`config.mk`:
```
export PLATFORM = sky130hd
export DESIGN_NAME = hvc007_keyboard_scanner_flat
export DESIGN_NICKNAME = d
export VERILOG_FILES = /design/src/rtl/hvc007_keyboard_scanner_pkg.sv /design/src/rtl/hvc007_keyboard_scanner_if.sv /design/src/rtl/hvc007_keyboard_scanner_settle_timer.sv /design/src/rtl/hvc007_keyboard_scanner.sv /design/src/flat_wrapper.sv
export SDC_FILE = /design/constraint.sdc
export NUM_CORES = 1
export LEC_CHECK = 0
export ABC_AREA = 1
export BUFFER_PORTS_ARGS = -buffer_cell sky130_fd_sc_hd__clkbuf_2
export CAP_MARGIN = 10
export CORE_MARGIN = 8
export CORE_UTILIZATION = 61
export CTS_BUF_LIST = sky130_fd_sc_hd__clkbuf_8
export DETAILED_ROUTE_END_ITERATION = 16
export PLACE_DENSITY = 0.85
export SLEW_MARGIN = 25
export SYNTH_ARGS = -nofsm -noshare
export SYNTH_HDL_FRONTEND = slang
export SYNTH_SLANG_ARGS = --single-unit
```
`constraint.sdc`:
```
create_clock -name i_clk -period 3.2 [get_ports i_clk]
set_input_delay 0.64 -clock i_clk [delete_from_list [all_inputs] [get_ports i_clk]]
set_output_delay 0.64 -clock i_clk [all_outputs]
set_load 0.02 [all_outputs]
```
`src/rtl/hvc007_keyboard_scanner_pkg.sv`:
```
// hvc007_pkg: keyboard matrix geometry, scan states and key indexing.
// Shared by the host scanner and the device-side keyboard emulator.
package hvc007_pkg;
    localparam int HVC007_ROWS = 9;
    localparam int HVC007_COLS = 2;
    localparam int HVC007_BITS = 4;
    localparam int HVC007_KEYS = HVC007_ROWS * HVC007_COLS * HVC007_BITS;
    typedef enum logic [2:0] {S_IDLE, S_RST, S_C0, S_C1, S_PROBE, S_COMMIT} scan_state_t;
    // row*8 + col*4 + bit is exactly the concatenation of the three fields
    function automatic logic [6:0] key_idx(input logic [3:0] row, input logic col, input logic [1:0] b);
        return {row, col, b};
    endfunction
endpackage

```
`src/rtl/hvc007_keyboard_scanner_if.sv`:
```
// hvc007_keyboard_scanner_if: $4016 strobes, $4017 nibble and published key bitmap.
interface hvc007_keyboard_scanner_if;
    import hvc007_pkg::*;
    logic                   o_reset_first_row;
    logic                   o_select_column;
    logic                   o_matrix_enable;
    logic [3:0]             i_kbd_data;
    logic [HVC007_KEYS-1:0] o_matrix;
    logic                   o_matrix_valid;
    logic                   o_present;
    logic                   o_busy;
    modport master (
        output o_reset_first_row, o_select_column, o_matrix_enable,
        input  i_kbd_data,
        output o_matrix, o_matrix_valid, o_present, o_busy
    );
    modport slave (
        input  o_reset_first_row, o_select_column, o_matrix_enable,
        output i_kbd_data,
        input  o_matrix, o_matrix_valid, o_present, o_busy
    );
endinterface

```
`src/rtl/hvc007_keyboard_scanner_settle_timer.sv`:
```
// hvc007_settle_timer: dwell counter; o_done marks the last i_ce cycle of a strobe state.
module hvc007_settle_timer #(
    parameter int SETTLE_CYCLES = 16
) (
    input  logic i_clk,
    input  logic i_reset_n,
    input  logic i_ce,
    input  logic i_load,
    output logic o_done
);
    localparam int TW = $clog2(SETTLE_CYCLES);
    logic [TW-1:0] cnt_q;
    always_ff @(posedge i_clk) begin
        if (!i_reset_n) cnt_q <= '0;
        else if (i_load) cnt_q <= TW'(SETTLE_CYCLES - 1);
        else if (i_ce && cnt_q != '0) cnt_q <= cnt_q - TW'(1);
    end
    assign o_done = cnt_q == '0;
endmodule

```
`src/rtl/hvc007_keyboard_scanner.sv`:
```
// hvc007_keyboard_scanner: periodic HVC-007 matrix scan publishing a 72-bit key bitmap.
// Build option SCANNER_DEBOUNCE_EN: a bitmap bit changes only after two agreeing scans.
module hvc007_keyboard_scanner
    import hvc007_pkg::*;
#(
    parameter int SETTLE_CYCLES = 16,
    parameter int SCAN_PERIOD   = 357954
) (
    input logic i_clk,
    input logic i_reset_n,
    input logic i_ce,
    hvc007_keyboard_scanner_if.master bus
);
    localparam int PW = $clog2(SCAN_PERIOD);
    localparam logic [PW-1:0] PERIOD_LAST = PW'(SCAN_PERIOD - 1);
    scan_state_t            state_q;
    logic [3:0]             row_q;
    logic [PW-1:0]          period_q;
    logic                   pend_q, rst_row_q, col_q, en_q, valid_q, present_q, busy_q;
    logic [HVC007_KEYS-1:0] raw_q, matrix_q, commit_d;
    logic                   wrap_d, start_d, load_d, done_d, probe_d;
`ifdef SCANNER_DEBOUNCE_EN
    logic [HVC007_KEYS-1:0] prev_q;
`endif
    hvc007_settle_timer #(.SETTLE_CYCLES(SETTLE_CYCLES)) u_timer (
        .i_clk    (i_clk),
        .i_reset_n(i_reset_n),
        .i_ce     (i_ce),
        .i_load   (load_d),
        .o_done   (done_d)
    );
    always_comb begin
        wrap_d  = period_q == PERIOD_LAST;
        // a wrap seen mid-scan stays pending so an overlong scan restarts right after COMMIT
        start_d = state_q == S_IDLE && (pend_q || wrap_d);
        load_d  = i_ce && (state_q == S_IDLE ? start_d : done_d);
        probe_d = bus.i_kbd_data == 4'b0000;
`ifdef SCANNER_DEBOUNCE_EN
        commit_d = probe_d ? (matrix_q & (raw_q ^ prev_q)) | (raw_q & ~(raw_q ^ prev_q)) : '0;
`else
        commit_d = probe_d ? raw_q : '0;
`endif
    end
    always_ff @(posedge i_clk) begin
        if (!i_reset_n) begin
            state_q   <= S_IDLE;
            row_q     <= '0;
            period_q  <= '0;
            pend_q    <= 1'b1;
            rst_row_q <= 1'b0;
            col_q     <= 1'b0;
            en_q      <= 1'b0;
            valid_q   <= 1'b0;
            present_q <= 1'b0;
            busy_q    <= 1'b0;
            raw_q     <= '0;
            matrix_q  <= '0;
`ifdef SCANNER_DEBOUNCE_EN
            prev_q    <= '0;
`endif
        end else begin
            valid_q <= 1'b0;
            if (i_ce) begin
                period_q <= start_d || wrap_d ? '0 : period_q + PW'(1);
                pend_q   <= start_d ? 1'b0 : pend_q | wrap_d;
                case (state_q)
                    S_IDLE: if (start_d) begin
                        state_q   <= S_RST;
                        row_q     <= '0;
                        rst_row_q <= 1'b1;
                        col_q     <= 1'b0;
                        en_q      <= 1'b1;
                        busy_q    <= 1'b1;
                    end
                    S_RST: if (done_d) begin
                        state_q   <= S_C0;
                        rst_row_q <= 1'b0;
                    end
                    S_C0: if (done_d) begin
                        raw_q[key_idx(row_q, 1'b0, 2'd0) +: HVC007_BITS] <= ~bus.i_kbd_data;
                        state_q <= S_C1;
                        col_q   <= 1'b1;
                    end
                    S_C1: if (done_d) begin
                        raw_q[key_idx(row_q, 1'b1, 2'd0) +: HVC007_BITS] <= ~bus.i_kbd_data;
                        state_q <= row_q == 4'(HVC007_ROWS - 1) ? S_PROBE : S_C0;
                        row_q   <= row_q == 4'(HVC007_ROWS - 1) ? row_q : row_q + 4'd1;
                        col_q   <= 1'b0;
                    end
                    S_PROBE: if (done_d) begin
                        state_q   <= S_COMMIT;
                        en_q      <= 1'b0;
                        present_q <= probe_d;
                        matrix_q  <= commit_d;
                        valid_q   <= 1'b1;
`ifdef SCANNER_DEBOUNCE_EN
                        prev_q    <= raw_q;
`endif
                    end
                    S_COMMIT: begin
                        state_q <= S_IDLE;
                        busy_q  <= 1'b0;
                    end
                    default: state_q <= S_IDLE;
                endcase
            end
        end
    end
    assign bus.o_reset_first_row = rst_row_q;
    assign bus.o_select_column   = col_q;
    assign bus.o_matrix_enable   = en_q;
    assign bus.o_matrix          = matrix_q;
    assign bus.o_matrix_valid    = valid_q;
    assign bus.o_present         = present_q;
    assign bus.o_busy            = busy_q;
endmodule

```
`src/flat_wrapper.sv`:
```
// flat-port wrapper written by rule: the top's interface ports become plain ports
module hvc007_keyboard_scanner_flat import hvc007_pkg::*;
#(
    parameter int SETTLE_CYCLES = 16,
    parameter int SCAN_PERIOD   = 357954
)
  (i_clk, i_reset_n, i_ce, bus_o_reset_first_row, bus_o_select_column, bus_o_matrix_enable, bus_i_kbd_data, bus_o_matrix, bus_o_matrix_valid, bus_o_present, bus_o_busy);
  hvc007_keyboard_scanner_if bus_i ();
  input logic i_clk;
  input logic i_reset_n;
  input logic i_ce;
  output wire logic [$bits(bus_i.o_reset_first_row)-1:0] bus_o_reset_first_row;
  output wire logic [$bits(bus_i.o_select_column)-1:0] bus_o_select_column;
  output wire logic [$bits(bus_i.o_matrix_enable)-1:0] bus_o_matrix_enable;
  input wire logic [$bits(bus_i.i_kbd_data)-1:0] bus_i_kbd_data;
  output wire logic [$bits(bus_i.o_matrix)-1:0] bus_o_matrix;
  output wire logic [$bits(bus_i.o_matrix_valid)-1:0] bus_o_matrix_valid;
  output wire logic [$bits(bus_i.o_present)-1:0] bus_o_present;
  output wire logic [$bits(bus_i.o_busy)-1:0] bus_o_busy;
  assign bus_o_reset_first_row = bus_i.o_reset_first_row;
  assign bus_o_select_column = bus_i.o_select_column;
  assign bus_o_matrix_enable = bus_i.o_matrix_enable;
  assign bus_i.i_kbd_data = bus_i_kbd_data;
  assign bus_o_matrix = bus_i.o_matrix;
  assign bus_o_matrix_valid = bus_i.o_matrix_valid;
  assign bus_o_present = bus_i.o_present;
  assign bus_o_busy = bus_i.o_busy;
  hvc007_keyboard_scanner #(.SETTLE_CYCLES(SETTLE_CYCLES), .SCAN_PERIOD(SCAN_PERIOD)) u_core (.i_clk(i_clk), .i_reset_n(i_reset_n), .i_ce(i_ce), .bus(bus_i));
endmodule
```
==> results.py <==
metrics = {
    "floorplan": {
        "start_util_pct": 61.5,
        "dieArea_mm2": 0.0171,
        "fp.dieH_um": 131,
        "die_x_um": 131,
        "core_area_mm2": 0.0131,
        "rows": 42,
        "ios": 85,
    },
    "yosys": {
        "ys.flop_type": "dfxtp_1",
        "synth_common_cells": "dfxtp_1, nand2_1, a21oi_1, nor2_1, nand4_1",
        "ys_warn_count": 0,
        "yosysTopAreaCell": "dfxtp_1",
        "synthCells": 1037,
        "yosysMostFrequentCell": "dfxtp_1",
        "synth-xor-area-share_pct": 0.871,
        "synth-seq-cells": 181,
        "synth_compound_area_share_pct": 15.7,
        "synth_fa_ha_area_share_pct": 1.87,
        "synth_edf_count": 0,
        "synth-simple-area-share_pct": 29.6,
        "synth.area.top_cells": "dfxtp_1, a21oi_1, nand2_1",
        "synth_top_area_share_pct": 45.0,
        "ys_seq_area_share_pct": 45.0,
        "synthMuxAreaShare_pct": 0,
        "async_flop_share_pct": 0,
        "ys_types": 39,
        "syn_area_mm2": 0.00805,
        "synth_top_family_by_area": "simple AND/OR/NAND/NOR gates",
        "synth_area_per_cell_um2": 7.76,
        "synth_fp_nets": 1056,
    },
    "min_path": {
        "worstHoldStart": "u_core.raw_q[70]$_SDFFE_PN0P_",
        "min_path_type": "flop to flop",
    },
    "final_layout": {
        "area_growth_pct": 10.5,
        "diodes": 0,
        "num-fill-cells": 1101,
        "nNetsFinal": 1108,
        "final_area_mm2": 0.00889,
        "drive_gt1_share_pct": 17.2,
        "fin_cells": 1278,
    },
    "detailed_routing": {
        "drtIter0Drc": 730,
        "drcViolationCount": 0,
        "vias": 7424,
        "post_drt_wl_per_cell_um": 15.4,
        "wirelength_um": 19700,
        "drt-pass1-iter-count": 5,
        "ant_nets": 0,
        "vias_per_cell": 5.81,
    },
    "clocking": {
        "clkTransAtPathRegs_ns": 0.10,
        "cts_buffer_depth": 2,
        "cts-hold-fix-buffers": 0,
        "cts_tree": "yes",
        "cts_buffers": 17,
        "cts_setup_buffers": 0,
        "h-tree-depth": 4,
        "clockRootBuffer": "clkbuf_8",
        "cts_resized": 0,
        "clk_latency_ns": 0.47,
        "clock-sinks": 181,
    },
    "timing": {
        "fin_crit_sh_pct": 78.9,
        "drv_slew": 0,
        "tightest_slew_ns": 0.733,
        "setup_violations": 0,
        "hold_ws_ns": 0.452,
        "max_freq_mhz": 396,
        "finClkSkew_ns": 0.0142,
        "maxSlewHeadroom_pct": 51.1,
        "fin_setup_tns_ns": 0,
        "finalHoldViolCount": 0,
        "fin_crit_ns": 2.53,
        "rsz0062_at_grt": "false",
    },
    "place": {
        "dp_cells": 1246,
        "placed_cell_area_mm2": 0.00854,
        "port-buffer-count": 84,
        "hpwl_um": 14000,
        "gp_congestion": 0.963,
    },
    "worst_setup_path": {
        "timing_worst_setup_path_type": "flop to flop",
        "crit-reg2reg-launch": "u_core.row_q[1]$_SDFFE_PN0P_",
        "required_ns": 3.61,
        "cp_data_arrival_time_ns": 2.93,
        "worstPathMaxFanout": 11,
        "startpoint": "u_core.row_q[1]$_SDFFE_PN0P_",
        "critPathCaptureType": "flop",
        "startpoint_type": "flop",
    },
    "global_route": {
        "track_usage_pct": 23.9,
        "grt.overflow.total": 0,
        "antenna_found_initial": 0,
        "grt_pass1_wl_um": 32900,
        "grt_pass1_vias": 6816,
        "grt_max_degree": 75,
    },
    "power_and_ir_drop": {
        "cellLeakagePower_nw": 3.34,
        "peakVddDrop_v": 0.000416,
        "power_density_mw_per_mm2": 626,
    },
    "status": {
        "status": "finished, final reports clean",
    },
    "job": {
        "max_cap_viol_count": 0,
    },
}
==> cells by family (layout without fill, tap and decap cells) <==
| logic type | count (synthesis) | in the layout |
|---|---|---|
| simple gates | 478 | 478 |
| compound gates | 221 | 221 |
| flops | 181 | 181 |
| buf+inv | 137 | 202 |
| fa+ha+maj | 12 | 12 |
| xor+xnor | 8 | 8 |
==> layout make-up <==
type                       instances  area (um^2)  share of cell area (%)
multi-input combinational        719         3880                    43.7
sequential                       181         3620                    40.7
timing repair buffer              99          546                    6.13
inverter                          71          270                    3.04
clock buffer                      18          248                    2.79
tap                              176          220                    2.48
clock inverter                    14          103                    1.15
==> path summary, 6_finish.rpt <==
check                                                endpoint  slack, ns  depth (start not counted)
worst min-delay path            u_core.raw_q[70]$_SDFFE_PN0P_       0.45                          2
worst max register to register  u_core.raw_q[24]$_SDFFE_PN0P_       0.67                          8
worst max-delay path            u_core.raw_q[24]$_SDFFE_PN0P_       0.67                          8
worst min register to register  u_core.raw_q[70]$_SDFFE_PN0P_       0.45                          2
==> critical path, cell delays in order, from the launching register on <==
cell and delay, ns:
dfxtp_1 0.54, clkinv_2 0.26, ha_1 0.30, ha_1 0.31
clkinv_1 0.32, buf_4 0.30, nor3_1 0.20, o21ai_1 0.11
nor2_1 0.12
==> report_power, final <==
part,leakage [nW],switching (mW),internal [mW]
clock,0.183,0.839,0.565
combinational,1.70,1.27,0.433
sequential,1.46,0.127,2.33
total,3.34,2.24,3.33
==> flip-flops by register name, summed over array words and instances (netlist names) <==
signal / count
u_core.bus.o_reset_first_row: 1
u_core.state_q: 3
u_core.bus.o_matrix: 72
u_core.pend_q: 1
u_core.bus.o_present: 1
u_core.bus.o_busy: 1
u_core.bus.o_matrix_valid: 1
u_core.bus.o_select_column: 1
u_core.u_timer.cnt_q: 4
u_core.period_q: 19
u_core.bus.o_matrix_enable: 1
u_core.raw_q: 72
u_core.row_q: 4
==> layout by cell type (no fill, tap or decap), drive strengths merged <==
cell type / Yosys / final
clkinvlp: 0 / 2
o21ai: 50 / 50
clkbuf: 44 / 102
or2: 1 / 1
o211ai: 3 / 3
nand3: 41 / 41
a31oi: 6 / 6
nor4: 1 / 1
xor2: 5 / 5
nand3b: 1 / 1
nand4: 99 / 99
nand2: 177 / 177
a21oi: 138 / 138
nor2: 121 / 121
clkinv: 5 / 12
buf: 22 / 15
nor3b: 3 / 3
o31ai: 1 / 1
xnor2: 3 / 3
inv: 66 / 71
a211oi: 22 / 22
dfxtp: 181 / 181
o21bai: 1 / 1
nor3: 34 / 34
ha: 12 / 12
==> layer usage <==
| layer | GRT usage (%) | wire length, um |
|---|---|---|
| met3 | 4.95 | 1300 |
| met1 | 31.9 | 9030 |
| met4 | 10.9 | 537 |
| met2 | 36.4 | 8820 |
| met5 | 0 | 0 |
==> stage by stage <==
stage               setup WS [ns]  power (mW)  utilization (%)
finish                      0.674        5.57             68.0
global route                0.424        5.87             68.0
CTS                         0.716        5.55             68.0
detailed placement          0.711        4.16             65.3
global placement            0.887        4.12             65.3
floorplan                   0.882        3.78                -
Power figures use the tool's default switching activity.
